<file path="config.mk">
export PLATFORM = sky130hd
export DESIGN_NAME = riscv_issue_scoreboard_flat
export DESIGN_NICKNAME = d
export VERILOG_FILES = /design/src/rtl/riscv_issue_scoreboard_if.sv /design/src/rtl/riscv_issue_scoreboard.sv /design/src/flat_wrapper.sv
export SDC_FILE = /design/constraint.sdc
export NUM_CORES = 1
export LEC_CHECK = 0
export BUFFER_PORTS_ARGS = -buffer_cell sky130_fd_sc_hd__buf_2
export CAP_MARGIN = 5
export CORE_ASPECT_RATIO = 1.75
export CORE_MARGIN = 2
export CORE_UTILIZATION = 40
export CTS_BUF_LIST = sky130_fd_sc_hd__clkbuf_8
export CTS_CLUSTER_SIZE = 8
export DETAILED_ROUTE_END_ITERATION = 10
export PLACE_DENSITY = 0.67
export SYNTH_ARGS = -nofsm -noshare
export SYNTH_HDL_FRONTEND = slang
export SYNTH_SLANG_ARGS = --single-unit
</file>
<file path="constraint.sdc">
create_clock -name clk -period 3.4 [get_ports clk]
set_clock_uncertainty 0.2 [all_clocks]
set_input_delay 0.17 -clock clk [delete_from_list [all_inputs] [get_ports clk]]
set_output_delay 0.17 -clock clk [all_outputs]
set_load 0.02 [all_outputs]
</file>
<file path="src/rtl/riscv_issue_scoreboard_if.sv">
// Issue-stage bundle: decode->issue instruction stream, issue->execute output register,
// long-latency writeback release, flush and busy status.
interface riscv_issue_scoreboard_if;
    // Valid/ready: a word moves on any posedge where valid and ready are both 1.
    // The sender holds valid and its payload stable until that edge, and ready
    // never waits on a later valid.
    logic        in_valid;
    logic        in_ready;
    logic [31:0] in_inst;
    logic        out_valid;
    logic        out_ready;
    logic [31:0] out_inst;
    logic        out_illegal;
    logic        wb_valid;
    logic [4:0]  wb_rd;
    logic        flush;
    logic        busy;

    modport master (
        output in_valid, in_inst, out_ready, wb_valid, wb_rd, flush,
        input  in_ready, out_valid, out_inst, out_illegal, busy
    );

    modport slave (
        input  in_valid, in_inst, out_ready, wb_valid, wb_rd, flush,
        output in_ready, out_valid, out_inst, out_illegal, busy
    );
endinterface

</file>
<file path="src/rtl/riscv_issue_scoreboard.sv">
// Issue scoreboard: decodes RV32 words, blocks RAW/WAW hazards against pending long-latency
// destinations, limits ops in flight. Define SCOREBOARD_STALL_CNT_EN to add a stall-cycle counter.
module riscv_issue_scoreboard #(
    parameter int MAX_OUTSTANDING = 2,
    parameter int CNT_W           = $clog2(MAX_OUTSTANDING + 1)
) (
    input  logic                  clk,
    input  logic                  resetn,
`ifdef SCOREBOARD_STALL_CNT_EN
    output logic [31:0]           stall_cycles,
`endif
    riscv_issue_scoreboard_if.slave sb,
    output logic                  dbg_state_o,
    output logic [31:0]           dbg_pending_o,
    output logic [CNT_W-1:0]      dbg_count_o
);

    localparam logic [6:0] OP_R       = 7'b0110011;
    localparam logic [6:0] OP_I       = 7'b0010011;
    localparam logic [6:0] OP_L       = 7'b0000011;
    localparam logic [6:0] OP_S       = 7'b0100011;
    localparam logic [6:0] OP_B       = 7'b1100011;
    localparam logic [6:0] OP_JALR    = 7'b1100111;
    localparam logic [6:0] OP_LUI     = 7'b0110111;
    localparam logic [6:0] OP_AUIPC   = 7'b0010111;
    localparam logic [6:0] OP_JAL     = 7'b1101111;
    localparam logic [6:0] OP_CUSTOM0 = 7'b0001011;

    localparam logic [CNT_W:0] MAX_CNT = MAX_OUTSTANDING[CNT_W:0];

    typedef enum logic {EMPTY = 1'b0, FULL = 1'b1} state_t;

    state_t           state_q;
    logic [31:0]      out_inst_q;
    logic             out_illegal_q;
    logic [31:0]      pending_q, pending_d;
    logic [CNT_W-1:0] count_q, count_d;

    logic [6:0] opcode;
    logic [2:0] funct3;
    logic [4:0] rd, rs1, rs2;
    logic       uses_rs1, uses_rs2, writes_rd, long_op, illegal;

    assign opcode = sb.in_inst[6:0];
    assign rd     = sb.in_inst[11:7];
    assign funct3 = sb.in_inst[14:12];
    assign rs1    = sb.in_inst[19:15];
    assign rs2    = sb.in_inst[24:20];

    always_comb begin
        uses_rs1  = 1'b0;
        uses_rs2  = 1'b0;
        writes_rd = 1'b0;
        long_op   = 1'b0;
        illegal   = 1'b0;
        case (opcode)
            OP_R: begin
                uses_rs1  = 1'b1;
                uses_rs2  = 1'b1;
                writes_rd = 1'b1;
            end
            OP_I, OP_JALR: begin
                uses_rs1  = 1'b1;
                writes_rd = 1'b1;
            end
            OP_L: begin
                uses_rs1  = 1'b1;
                writes_rd = 1'b1;
                long_op   = 1'b1;
                illegal   = (funct3 == 3'b011) || (funct3 == 3'b110) || (funct3 == 3'b111);
            end
            OP_CUSTOM0: begin
                uses_rs1  = 1'b1;
                writes_rd = 1'b1;
                long_op   = 1'b1;
            end
            OP_S: begin
                uses_rs1 = 1'b1;
                uses_rs2 = 1'b1;
                illegal  = (funct3 > 3'b010);
            end
            OP_B: begin
                uses_rs1 = 1'b1;
                uses_rs2 = 1'b1;
                illegal  = (funct3 == 3'b010) || (funct3 == 3'b011);
            end
            OP_LUI, OP_AUIPC, OP_JAL: writes_rd = 1'b1;
            default: illegal = 1'b1;
        endcase
    end

    // A writeback in the same cycle already frees its register for the word being decoded.
    logic [31:0]    wb_mask, eff_pending;
    logic           hazard, limit, long_lat, lim_rel, rel_wb, slot_free, in_ready, accept;
    logic [CNT_W:0] cnt_after_rel;

    assign wb_mask     = sb.wb_valid ? (32'd1 << sb.wb_rd) : 32'd0;
    assign eff_pending = pending_q & ~wb_mask;
    assign long_lat    = long_op & ~illegal;
    assign hazard      = ~illegal & ((uses_rs1 & eff_pending[rs1]) |
                                     (uses_rs2 & eff_pending[rs2]) |
                                     (writes_rd & eff_pending[rd]));

    assign lim_rel       = sb.wb_valid & pending_q[sb.wb_rd];
    assign cnt_after_rel = {1'b0, count_q} - {{CNT_W{1'b0}}, lim_rel};
    assign limit         = long_lat & (cnt_after_rel == MAX_CNT);

    // rd=0 long ops live only in the count, so a wb_rd=0 completion releases one of those.
    assign rel_wb = sb.wb_valid & (count_q != '0) &
                    ((sb.wb_rd != 5'd0) ? pending_q[sb.wb_rd] : 1'b1);

    assign slot_free = (state_q == EMPTY) | sb.out_ready;
    assign in_ready  = resetn & slot_free & ~hazard & ~limit & ~sb.flush;
    assign accept    = sb.in_valid & in_ready;

    always_comb begin
        pending_d = pending_q;
        if (sb.wb_valid) pending_d[sb.wb_rd] = 1'b0;
        if (accept && long_lat && (rd != 5'd0)) pending_d[rd] = 1'b1;
        pending_d[0] = 1'b0;
    end

    always_comb begin
        count_d = count_q;
        if ((accept & long_lat) & ~rel_wb)      count_d = count_q + 1'b1;
        else if (~(accept & long_lat) & rel_wb) count_d = count_q - 1'b1;
    end

    // Flush only empties the output register; in-flight loads still write back.
    always_ff @(posedge clk) begin
        if (!resetn) begin
            state_q       <= EMPTY;
            out_inst_q    <= '0;
            out_illegal_q <= 1'b0;
            pending_q     <= '0;
            count_q       <= '0;
        end else begin
            pending_q <= pending_d;
            count_q   <= count_d;
            if (sb.flush) begin
                state_q <= EMPTY;
            end else if (accept) begin
                state_q       <= FULL;
                out_inst_q    <= sb.in_inst;
                out_illegal_q <= illegal;
            end else if (sb.out_ready) begin
                state_q <= EMPTY;
            end
        end
    end

`ifdef SCOREBOARD_STALL_CNT_EN
    logic [31:0] stall_q;
    always_ff @(posedge clk) begin
        if (!resetn) begin
            stall_q <= '0;
        end else if (sb.in_valid && !in_ready && !sb.flush && (stall_q != 32'hFFFF_FFFF)) begin
            stall_q <= stall_q + 32'd1;
        end
    end
    assign stall_cycles = stall_q;
`endif

    assign sb.in_ready    = in_ready;
    assign sb.out_valid   = (state_q == FULL);
    assign sb.out_inst    = out_inst_q;
    assign sb.out_illegal = out_illegal_q;
    assign sb.busy        = resetn & (count_q != '0);

    assign dbg_state_o   = state_q;
    assign dbg_pending_o = pending_q;
    assign dbg_count_o   = count_q;

endmodule
</file>
<file path="src/flat_wrapper.sv">
// flat-port wrapper written by rule: the top's interface ports become plain ports
module riscv_issue_scoreboard_flat 
#(
    parameter int MAX_OUTSTANDING = 2,
    parameter int CNT_W           = $clog2(MAX_OUTSTANDING + 1)
)
  (clk, resetn, dbg_state_o, dbg_pending_o, dbg_count_o, sb_in_valid, sb_in_inst, sb_out_ready, sb_wb_valid, sb_wb_rd, sb_flush, sb_in_ready, sb_out_valid, sb_out_inst, sb_out_illegal, sb_busy);
  riscv_issue_scoreboard_if sb_i ();
  input  logic clk;
  input  logic resetn;
  output logic dbg_state_o;
  output logic [31:0] dbg_pending_o;
  output logic [CNT_W-1:0] dbg_count_o;
  input wire logic [$bits(sb_i.in_valid)-1:0] sb_in_valid;
  input wire logic [$bits(sb_i.in_inst)-1:0] sb_in_inst;
  input wire logic [$bits(sb_i.out_ready)-1:0] sb_out_ready;
  input wire logic [$bits(sb_i.wb_valid)-1:0] sb_wb_valid;
  input wire logic [$bits(sb_i.wb_rd)-1:0] sb_wb_rd;
  input wire logic [$bits(sb_i.flush)-1:0] sb_flush;
  output wire logic [$bits(sb_i.in_ready)-1:0] sb_in_ready;
  output wire logic [$bits(sb_i.out_valid)-1:0] sb_out_valid;
  output wire logic [$bits(sb_i.out_inst)-1:0] sb_out_inst;
  output wire logic [$bits(sb_i.out_illegal)-1:0] sb_out_illegal;
  output wire logic [$bits(sb_i.busy)-1:0] sb_busy;
  assign sb_i.in_valid = sb_in_valid;
  assign sb_i.in_inst = sb_in_inst;
  assign sb_i.out_ready = sb_out_ready;
  assign sb_i.wb_valid = sb_wb_valid;
  assign sb_i.wb_rd = sb_wb_rd;
  assign sb_i.flush = sb_flush;
  assign sb_in_ready = sb_i.in_ready;
  assign sb_out_valid = sb_i.out_valid;
  assign sb_out_inst = sb_i.out_inst;
  assign sb_out_illegal = sb_i.out_illegal;
  assign sb_busy = sb_i.busy;
  riscv_issue_scoreboard #(.MAX_OUTSTANDING(MAX_OUTSTANDING), .CNT_W(CNT_W)) u_core (.clk(clk), .resetn(resetn), .sb(sb_i), .dbg_state_o(dbg_state_o), .dbg_pending_o(dbg_pending_o), .dbg_count_o(dbg_count_o));
endmodule
</file>
==> metrics, run 1 <==
CP endpoint kind flop; CP required roughly 3.5 ns; CTS Sinks 67; via count around 5200; Seq cells post-synth 67; Max Cap Violations 0; GPL Wtd Cong approximately 0.98; fin crit period ~3.4 ns; Clock Tree Root clkbuf_8; VDD IR max around 230 µV; Worst EP arrival 3.44 ns; setup TNS 0 ns; PwrDens between 300 and 400 mW/mm²; ranking of synthesized cells by area dfxtp_1 (31%), mux4_2 (7.7%), o21ai_0 (7.3%), o31ai_1 (6.5%), nand2_1 (5.1%); CTS buffer count 9; nets 760; vias in the first global route around 5200; LEAKAGE between 2 and 2.5 nW; post-synthesis cell type count 71; status complete, no violations; Residual DRC 0; NetSw 605 µW; CP delay by family, top simple AND/OR/NAND/NOR gates; largest net degree at the start of global routing 66; Final Cell Area between 0.006 and 0.007 mm²; post-synthesis sequential area ratio a little over 30%; sw frac around a third; Syn Inst Count 524; H-tree depth 3; Worst-Margin Slew roughly 1.1 ns; max-slew violation count 0; core area ~0.011 mm²; share of layout cells above drive strength 1 between 30% and 40%; Avg Cell Area, Syn roughly 8.4 µm²; CP max stage delay about 0.54 ns; final setup fails 0; # rows 50; final period utilization around 100%; starting DRC count in detailed routing about 380; area grow syn2layout 39.9%; DIE AREA 0.0119 mm²; final WL around 18 mm; startpoint types input port; fmax between 0.2 and 0.3 GHz; die height roughly 140 µm; most common cell after layout, fill and taps aside buf_2; post-place setup slack -0.243 ns; Pint between 1 and 1.5 mW; Slew headroom 23.2%; Comb pwr share around a fifth; starting density of the core between 40% and 50%; Mapped Nets around 570; CTS max path bufs 2; critical path class in2reg; Synth Cell Area 0.00439 mm²; PnR worst setup slack about 0.044 ns; Final ANT Viol Nets 0; most frequent cells in the layout buf_2 (110), buf_4 (91), dfxtp_1 (65); worst path cell trace dlygate4sd3_1 -> clkbuf_4 -> or3_1 -> nand2b_1 -> o211ai_1 -> o21ai_0 -> buf_4 -> nor4b_2 -> buf_4 -> nor4_4 -> and3_1 -> ha_1 -> or3_1 -> a21oi_1; GRT Util Overall 30.7%; EDFF count, synth 0; FF+latch area about 0.0013 mm²; Placed Area 0.00562 mm²; drt wl/cell 21.4 µm; Hold WS ~0.023 ns; dominant cell type by area after synthesis dfxtp_1; width of the chip 83.2 µm; post-synth top area share a little under a third; port buffer count about 110; Clk Latency, worst-skew pair 0.36 ns; first-pass GRT wire length 28.5 mm; diode count 0; Reg power frac 43.7%; Synth warnings 0; Congestion Overflow GR 0; filler instances 1032; FFs w/ async S/R, synth 0%; initial antenna violation count 0; top_reg_cell synth dfxtp_1; Max stage delay cell, worst path dlygate4sd3_1; Bufs and invs on worst path 4; Clk pin slew, worst setup/hold paths approximately 0.08 ns; CTS tree yes; area of the multi-input gates between 0.002 and 0.003 mm²; Ports 114; vias per inst between 6 and 7; worst min path class in2reg; Post-DP HPWL 13.7 mm; Clock Power Share about a third; Hold Fails Final Rpt 0; First-pass DRT Iterations 5; Max FO, Critical Path 6
flip-flops by register name, summed over array words and instances (netlist names):
register / count
u_core.dbg_count_o: 2
u_core.sb.out_inst: 32
u_core.sb.out_illegal: 1
u_core.dbg_pending_o: 31
u_core.dbg_state_o: 1
cells by family after synthesis:
| kind of cell | count (synthesis) | synth area share [%] |
|---|---|---|
| AOI/OAI and AO/OA | 202 | 31.5 |
| and+or+nand+nor | 158 | 19.2 |
| DFF | 67 | 30.6 |
| buffers and inverters | 62 | 6.30 |
| muxes | 28 | 11.1 |
| xor gates and xnor gates | 5 | 0.998 |
| adders and majority gates | 1 | 0.285 |
| other | 1 | 0.0855 |
Yosys cell counts, types with 3 or more instances:
cell type  number
and2_1          3
o21ai_0        64
nor2b_1         6
mux4_2         15
or3_1           3
a21oi_1         7
o22ai_1        25
nand4b_1        4
a31oi_1         3
nor4_1          3
o31ai_1        38
nor3_1          6
inv_1           9
or2_2           6
nand2b_1        5
o31ai_2         4
buf_2           8
o21ai_1         4
o211ai_1       16
nand2_1        60
xor2_1          4
o2111ai_1       5
mux2i_1        11
dfxtp_1        67
nand4_1         7
o21a_1         10
buf_4           3
nand3_1        12
nand4bb_1       3
clkbuf_1       36
nor2_1         24
buf_6           3
power groups by stage:
stage                     Clock (mW)  Sequential (mW)  Combinational (mW)
after global routing           0.719            0.842               0.437
after detailed placement           0            0.855               0.373
final                          0.673            0.837               0.408
after global placement             0            0.854               0.369
after floorplan                    0            0.898               0.171
after CTS                      0.687            0.837               0.398
per-stage QoR:
step	utilization [%]	std cells	total power [mW]
finish	57.4	851	1.92
detailed placement	52.5	807	1.23
global route	57.4	851	2.00
global placement	52.5	807	1.22
floorplan	-	524	1.07
CTS	56.9	851	1.92
layout make-up:
type                       instances  share of cell area (%)
multi-input combinational        395                    45.9
timing repair buffer             233                    25.8
inverter                          10                   0.611
clock buffer                       9                    2.02
clock inverter                     7                    1.14
tap                              130                    2.65
sequential                        67                    21.9
layer usage:
| layer | vias to the layer above | wire length, µm | track usage [%] |
|---|---|---|---|
| li1 | 2391 | - | - |
| met2 | 265 | 9560 | 56.1 |
| met5 | - | 0 | 0 |
| met1 | 2468 | 6510 | 32.5 |
| met3 | 61 | 1190 | 6.32 |
| met4 | 0 | 954 | 17.6 |
what timing repair did:
item / 4_1_cts / 5_1_grt
pin swaps: 0 / 2
setup endpoints to repair: 2 / 7
setup buffers: 1 / 0
endpoints found under the hold margin: 24 / 0
gates resized for setup: 1 / 18
hold buffers: 27 / 0
worst register-to-register path, delay by kind of cell (launching register included):
kind / cells / cell delay, ns
adders and majority gates: 1 / 0.24
DFF: 1 / 0.35
muxes: 2 / 0.95
and+or+nand+nor: 5 / 1.14
xor gates and xnor gates: 1 / 0.15
AOI/OAI and AO/OA: 2 / 0.22
worst paths after layout:
path	to	start	slack, ns	cells past startpoint
worst min-delay path	u_core.sb.out_inst[10]	sb_in_inst[10]	0.02	3
worst max-delay path	u_core.dbg_count_o[1]	sb_in_inst[9]	0.04	14
worst min register to register	u_core.sb.out_inst[10]	u_core.sb.out_inst[10]	0.26	2
worst max register to register	u_core.dbg_count_o[1]	u_core.dbg_pending_o[18]	0.07	11
(Power assumes the default switching activity.)
==> run 2, diff against run 1 <==
--- a/config.mk
+++ b/config.mk
@@ -13,6 +13,7 @@
 export CTS_BUF_LIST = sky130_fd_sc_hd__clkbuf_8
 export CTS_CLUSTER_SIZE = 8
 export DETAILED_ROUTE_END_ITERATION = 10
+export MAX_ROUTING_LAYER = met4
 export PLACE_DENSITY = 0.67
 export SYNTH_ARGS = -nofsm -noshare
 export SYNTH_HDL_FRONTEND = slang
==> run 2 against run 1 <==
Sequential power about the same. Non-clock buffer count is 1 higher. Sequential share of layout area about the same. Cell area unchanged. Clock-buffer cell count up 1. Largest cell class unchanged. Via count fell by 1.5%. Largest power group unchanged. First-iteration DRC count down 17%.
==> metrics, run 2 (same netlist as run 1, synthesis figures left out) <==
status complete, no violations; Max stage delay cell, worst path or4b_4; Pint 1.26 mW (-4.1%); CP delay by family, top simple AND/OR/NAND/NOR gates; startpoint types input port; width of the chip 83.2 µm (unchanged); Clk Latency, worst-skew pair 0.37 ns (about the same); Ports 114 (unchanged); Max FO, Critical Path 10 (+4); first-pass GRT wire length 28.5 mm (about the same); Clock Power Share 33.7% (-1.4 points); Residual DRC 0 (unchanged); Bufs and invs on worst path 1 (-3); starting DRC count in detailed routing 319 (-17%); NetSw 621 µW (+2.7%); via count 5109 (-1.5%); share of layout cells above drive strength 1 37.8% (+0.50 points); CTS Sinks 67 (unchanged); VDD IR max 230 µV (-1.6%); worst path cell trace buf_2 -> nand4b_1 -> o21ai_0 -> mux4_2 -> o22a_1 -> a31oi_1 -> or4b_4 -> nor4_4 -> and3_1 -> ha_1 -> or3_1 -> a21oi_1; Comb pwr share 21.7% (+0.4 points); First-pass DRT Iterations 5 (unchanged); WP depth 12 (-2); Worst R2R Setup Slack 0.17 ns (+0.10 ns); PnR worst setup slack 0.172 ns (+0.128 ns); LEAKAGE 2.49 nW (about the same); Reg power frac 44.6% (+0.9 points); Congestion Overflow GR 0 (unchanged); vias per inst 6.00 (-1.6%); Worst EP arrival 3.31 ns (-0.13 ns); vias in the first global route 5143 (-1.9%); sw frac 33.0% (+1.5 points); hold path depth 4 (+1); max-slew violation count 0 (unchanged); nets 761 (+0.13%); H-tree depth 3 (unchanged); GPL Wtd Cong 1.03 (+6.0%); Clk pin slew, worst setup/hold paths 0.08 ns (about the same); Worst Setup SP sb_wb_rd[1]; drt wl/cell 21.7 µm (+1.3%); most common cell after layout, fill and taps aside buf_2; fmax 0.310 GHz (+4.0%); critical path endpoint u_core.dbg_count_o[1]; fin crit period 3.23 ns (-0.128 ns); final WL 18.5 mm (+1.4%); Max Cap Violations 0 (unchanged); Final ANT Viol Nets 0 (unchanged); area grow syn2layout 39.9% (unchanged); diode count 0 (unchanged); # rows 50 (unchanged); initial antenna violation count 0 (unchanged); final period utilization 94.9% (-3.8 points); final setup fails 0 (unchanged); Placed Area 0.00567 mm² (+0.89%); reg2reg end u_core.dbg_count_o[1]; Worst-Margin Slew 1.15 ns (-0.00188 ns); Final Cell Area 0.00614 mm² (unchanged); max reg flops 32 (unchanged); most frequent cells in the layout buf_2 (111), buf_4 (96), dfxtp_1 (67); GRT Util Overall 31.9% (+1.2 points); Clock Tree Root clkbuf_8; worst min path class in2reg; CP max stage delay 0.57 ns (+0.03 ns); starting density of the core 41.0% (unchanged); PwrDens 306 mW/mm² (-1.9%); depth of the most critical reg-to-reg path 11 (unchanged); Slew headroom 23.3% (+0.13 points); largest net degree at the start of global routing 66 (unchanged); Post-DP HPWL 14.0 mm (+1.9%); port buffer count 112 (unchanged); filler instances 1012 (-1.9%); RSZ-0062 raised after global routing no; CP endpoint kind flop; CTS tree yes; core area 0.0107 mm² (unchanged); critical path class in2reg; die height 143 µm (unchanged); CTS buffer count 9 (unchanged); CP required 3.48 ns (about the same); post-place setup slack -0.217 ns (+0.0265 ns); setup TNS 0 ns (unchanged); DIE AREA 0.0119 mm² (unchanged); Hold Fails Final Rpt 0 (unchanged); CTS max path bufs 2 (unchanged); Crit Reg-Reg Startpoint u_core.dbg_pending_o[25]
[run 2: cell count changes in the layout (fill, tap and decap cells not counted), sizes merged]
cell | previous run | this run
clkinv | 6 | 5
dlygate4sd3 | 27 | 23
buf | 205 | 211
clkinvlp | 0 | 1
bufinv | 1 | 0
[run 2: tightest hold or removal path: cells and delay by family]
| kind | cells | cell delay (ns) |
|---|---|---|
| simple gates | 1 | 0.06 |
| compound gates | 1 | 0.12 |
| buf+inv | 2 | 0.17 |
[run 2: through the flow]
step	hold slack, ns	total power, mW	std cells	utilization (%)
2_1_floorplan	0.112	1.07	524	-
3_5_place_dp	0.205	1.23	812	53.0
6_report	0.00993	1.88	852	57.4
5_1_grt	0.0148	1.96	852	57.4
4_1_cts	0.000779	1.88	852	56.9
3_3_place_gp	0.198	1.23	812	53.0
[run 2: power groups by stage]
stage	clock network (mW)	registers, mW	logic [mW]
floorplan	0	0.898	0.171
global placement	0	0.854	0.374
detailed placement	0	0.855	0.379
CTS	0.646	0.838	0.400
global route	0.681	0.843	0.435
finish	0.634	0.838	0.408
[run 2: timing repair]
action                                  4_1_cts  5_1_grt
hold buffers                                 23        0
hold endpoints to repair                     21        0
endpoints found under the setup margin        1        8
pin swaps                                     0        4
buffers inserted                              1        0
gates resized for setup                       0       14
[run 2: how the worst min path moves through the flow]
stage,slack [ns],to,start
2_1_floorplan,0.11,u_core.sb.out_inst[0],sb_in_inst[0]
6_report,0.01,u_core.dbg_state_o,resetn
4_1_cts,0.0008,u_core.sb.out_inst[5],sb_in_inst[5]
3_5_place_dp,0.20,u_core.sb.out_inst[31],sb_in_inst[31]
5_1_grt,0.01,u_core.sb.out_inst[16],sb_in_inst[16]
3_3_place_gp,0.20,u_core.sb.out_inst[28],sb_in_inst[28]
[run 2: layout make-up]
cell class | instances | area (µm²) | area share [%]
clock inverters | 6 | 40.0 | 0.652
clock buffers | 10 | 138 | 2.24
inverters | 10 | 37.5 | 0.611
well taps | 130 | 163 | 2.65
repair buffers | 234 | 1590 | 25.8
flip-flops and latches | 67 | 1340 | 21.8
multi-input cells | 395 | 2830 | 46.2
[run 2: per-layer routing]
metal  wire [µm]  global-route usage [%]
met5           0                       -
met1        6870                    33.7
met2        9920                    58.4
met3         962                    4.87
met4         714                    14.1
==> run 3, diff against run 2 <==
--- a/config.mk
+++ b/config.mk
@@ -10,11 +10,11 @@
 export CORE_ASPECT_RATIO = 1.75
 export CORE_MARGIN = 2
 export CORE_UTILIZATION = 40
-export CTS_BUF_LIST = sky130_fd_sc_hd__clkbuf_8
 export CTS_CLUSTER_SIZE = 8
 export DETAILED_ROUTE_END_ITERATION = 10
 export MAX_ROUTING_LAYER = met4
 export PLACE_DENSITY = 0.67
+export REMOVE_ABC_BUFFERS = 1
 export SYNTH_ARGS = -nofsm -noshare
 export SYNTH_HDL_FRONTEND = slang
 export SYNTH_SLANG_ARGS = --single-unit
==> run 3 against run 2 <==
Sequential share of layout area is 0.28 points lower. Critical path depth unchanged. Combinational power decreased by 2%. Flip-flop and latch count did not move. Total power up 18%. Maximum frequency down 2.4%. Cell area grew 1.7%. Non-clock buffer count decreased by 8. Sequential power barely moved. Critical path type unchanged. Highest routed layer unchanged.
==> metrics, run 3 (same netlist as run 1, synthesis figures left out) <==
starting density of the core 41.0% (unchanged); setup TNS 0 ns (unchanged); # rows 50 (unchanged); starting DRC count in detailed routing 396 (+24%); GPL Wtd Cong 0.992 (-4.1%); Max Cap Violations 0 (unchanged); CTS buffer count 9 (unchanged); die height 143 µm (unchanged); Clk pin slew, worst setup/hold paths 0.06 ns (-0.02 ns); fmax 0.302 GHz (-2.4%); Residual DRC 0 (unchanged); Max FO, Critical Path 7 (-3); final period utilization 97.3% (+2.3 points); initial antenna violation count 0 (unchanged); CTS Sinks 67 (unchanged); most common cell after layout, fill and taps aside buf_2; Post-DP HPWL 13.3 mm (-4.7%); H-tree depth 3 (unchanged); Hold Fails Final Rpt 0 (unchanged); LEAKAGE 2.51 nW (+0.80%); diode count 0 (unchanged); NetSw 671 µW (+8.1%); critical path class in2reg; vias in the first global route 5130 (-0.25%); width of the chip 83.2 µm (unchanged); CTS max path bufs 2 (unchanged); Final ANT Viol Nets 0 (unchanged); First-pass DRT Iterations 5 (unchanged); Ports 114 (unchanged); area grow syn2layout 42.3%; GRT Util Overall 30.4% (-1.5 points); max reg flops 32 (unchanged); Clk Latency, worst-skew pair 0.34 ns (-0.03 ns); worst min path class in2reg; port buffer count 112 (unchanged); final setup fails 0 (unchanged); Slew headroom 23.3% (-0.032 points); status complete, no violations; CP endpoint kind flop; vias per inst 6.15 (+2.5%); final core occ 58.4% (+0.97 points); sw frac 30.2% (-2.8 points); drt wl/cell 21.3 µm (-1.9%); Crit Reg-Reg Startpoint u_core.dbg_pending_o[28]; via count 5189 (+1.6%); PwrDens 356 mW/mm² (+16%); Pint 1.55 mW (+23%); worst path cell trace buf_2 -> or4b_4 -> o2111ai_2 -> o311ai_1 -> a32o_1 -> a41oi_2 -> or4b_4 -> nor4_4 -> and3_4 -> ha_4 -> or3_4 -> a21oi_2; post-place setup slack -0.321 ns (-0.105 ns); core area 0.0107 mm² (unchanged); Reg power frac 37.7% (-6.9 points); DIE AREA 0.0119 mm² (unchanged); Clock Tree Root clkbuf_16; CP max stage delay 0.60 ns (+0.03 ns); VDD IR max 252 µV (+9.7%); startpoint types input port; Congestion Overflow GR 0 (unchanged); crit-path most repeated cell or4b_4; Hold Crit Start sb_in_inst[8]; max-slew violation count 0 (unchanged); Worst Setup SP sb_wb_rd[1]; Worst-Margin Slew 1.15 ns (+0.000476 ns); Clock Power Share 44.3% (+11 points); share of layout cells above drive strength 1 38.8% (+0.98 points); largest net degree at the start of global routing 66 (unchanged); CP required 3.47 ns (about the same); Max stage delay cell, worst path or4b_4; nets 753 (-1.1%); first-pass GRT wire length 27.5 mm (-3.6%); Worst EP arrival 3.38 ns (+0.07 ns); CTS tree yes; fin crit period 3.31 ns (+0.0790 ns); most frequent cells in the layout buf_2 (111), buf_4 (87), dfxtp_1 (63); Comb pwr share 17.9% (-3.8 points); final WL 17.9 mm (-2.8%); PnR worst setup slack 0.0929 ns (-0.0790 ns)
-- run 3: critical path: cells and delay by family --
kind,cells,cell delay (ns)
compound gates,5,0.83
fa+ha+maj,1,0.20
buf+inv,1,0.14
simple gates,5,2.04
-- run 3: power by group through the flow --
stage	logic (mW)	clock network (mW)	registers, mW
finish	0.399	0.985	0.839
global route	0.426	1.02	0.841
CTS	0.385	0.994	0.837
detailed placement	0.362	0	0.854
global placement	0.355	0	0.853
floorplan	0.122	0	0.899
-- run 3: area by class of cell --
| class | count | area, µm² |
|---|---|---|
| inverters | 10 | 37.5 |
| clock buffers | 9 | 225 |
| multi-input cells | 395 | 2880 |
| flip-flops and latches | 67 | 1350 |
| fillers | 948 | 4450 |
| well taps | 130 | 163 |
| clock inverters | 7 | 81.3 |
| repair buffers | 226 | 1510 |
-- run 3: metrics by stage --
step	cells	hold WS, ns	total power, mW	area (µm²)
final	844	0.0222	2.22	6240
after global routing	844	0.0204	2.29	6240
after CTS	839	0.0101	2.22	6090
after detailed placement	797	0.201	1.22	5530
after global placement	797	0.196	1.21	5530
after floorplan	472	0.0713	1.02	4150
-- run 3: metal layers --
layer,share of wire [%],track usage (%)
met5,0,-
met4,5.5,15.5
met3,5.0,4.47
met2,52,54.6
met1,37,32.2
-- run 3: timing repair --
action,in CTS,in global routing
cloned,0,0
hold buffers,25,0
pin swaps,2,8
endpoints found under the setup margin,2,14
hold endpoints to repair,23,0
gates resized for setup,2,37
buffers inserted,1,5
-- run 3: final timing paths --
kind                                                 end  slack, ns  depth (start not counted)
worst max-delay path               u_core.dbg_count_o[1]       0.09                         12
worst min-delay path            u_core.dbg_pending_o[13]       0.02                          2
worst max register to register     u_core.dbg_count_o[1]       0.12                         12
worst min register to register    u_core.sb.out_inst[15]       0.25                          2
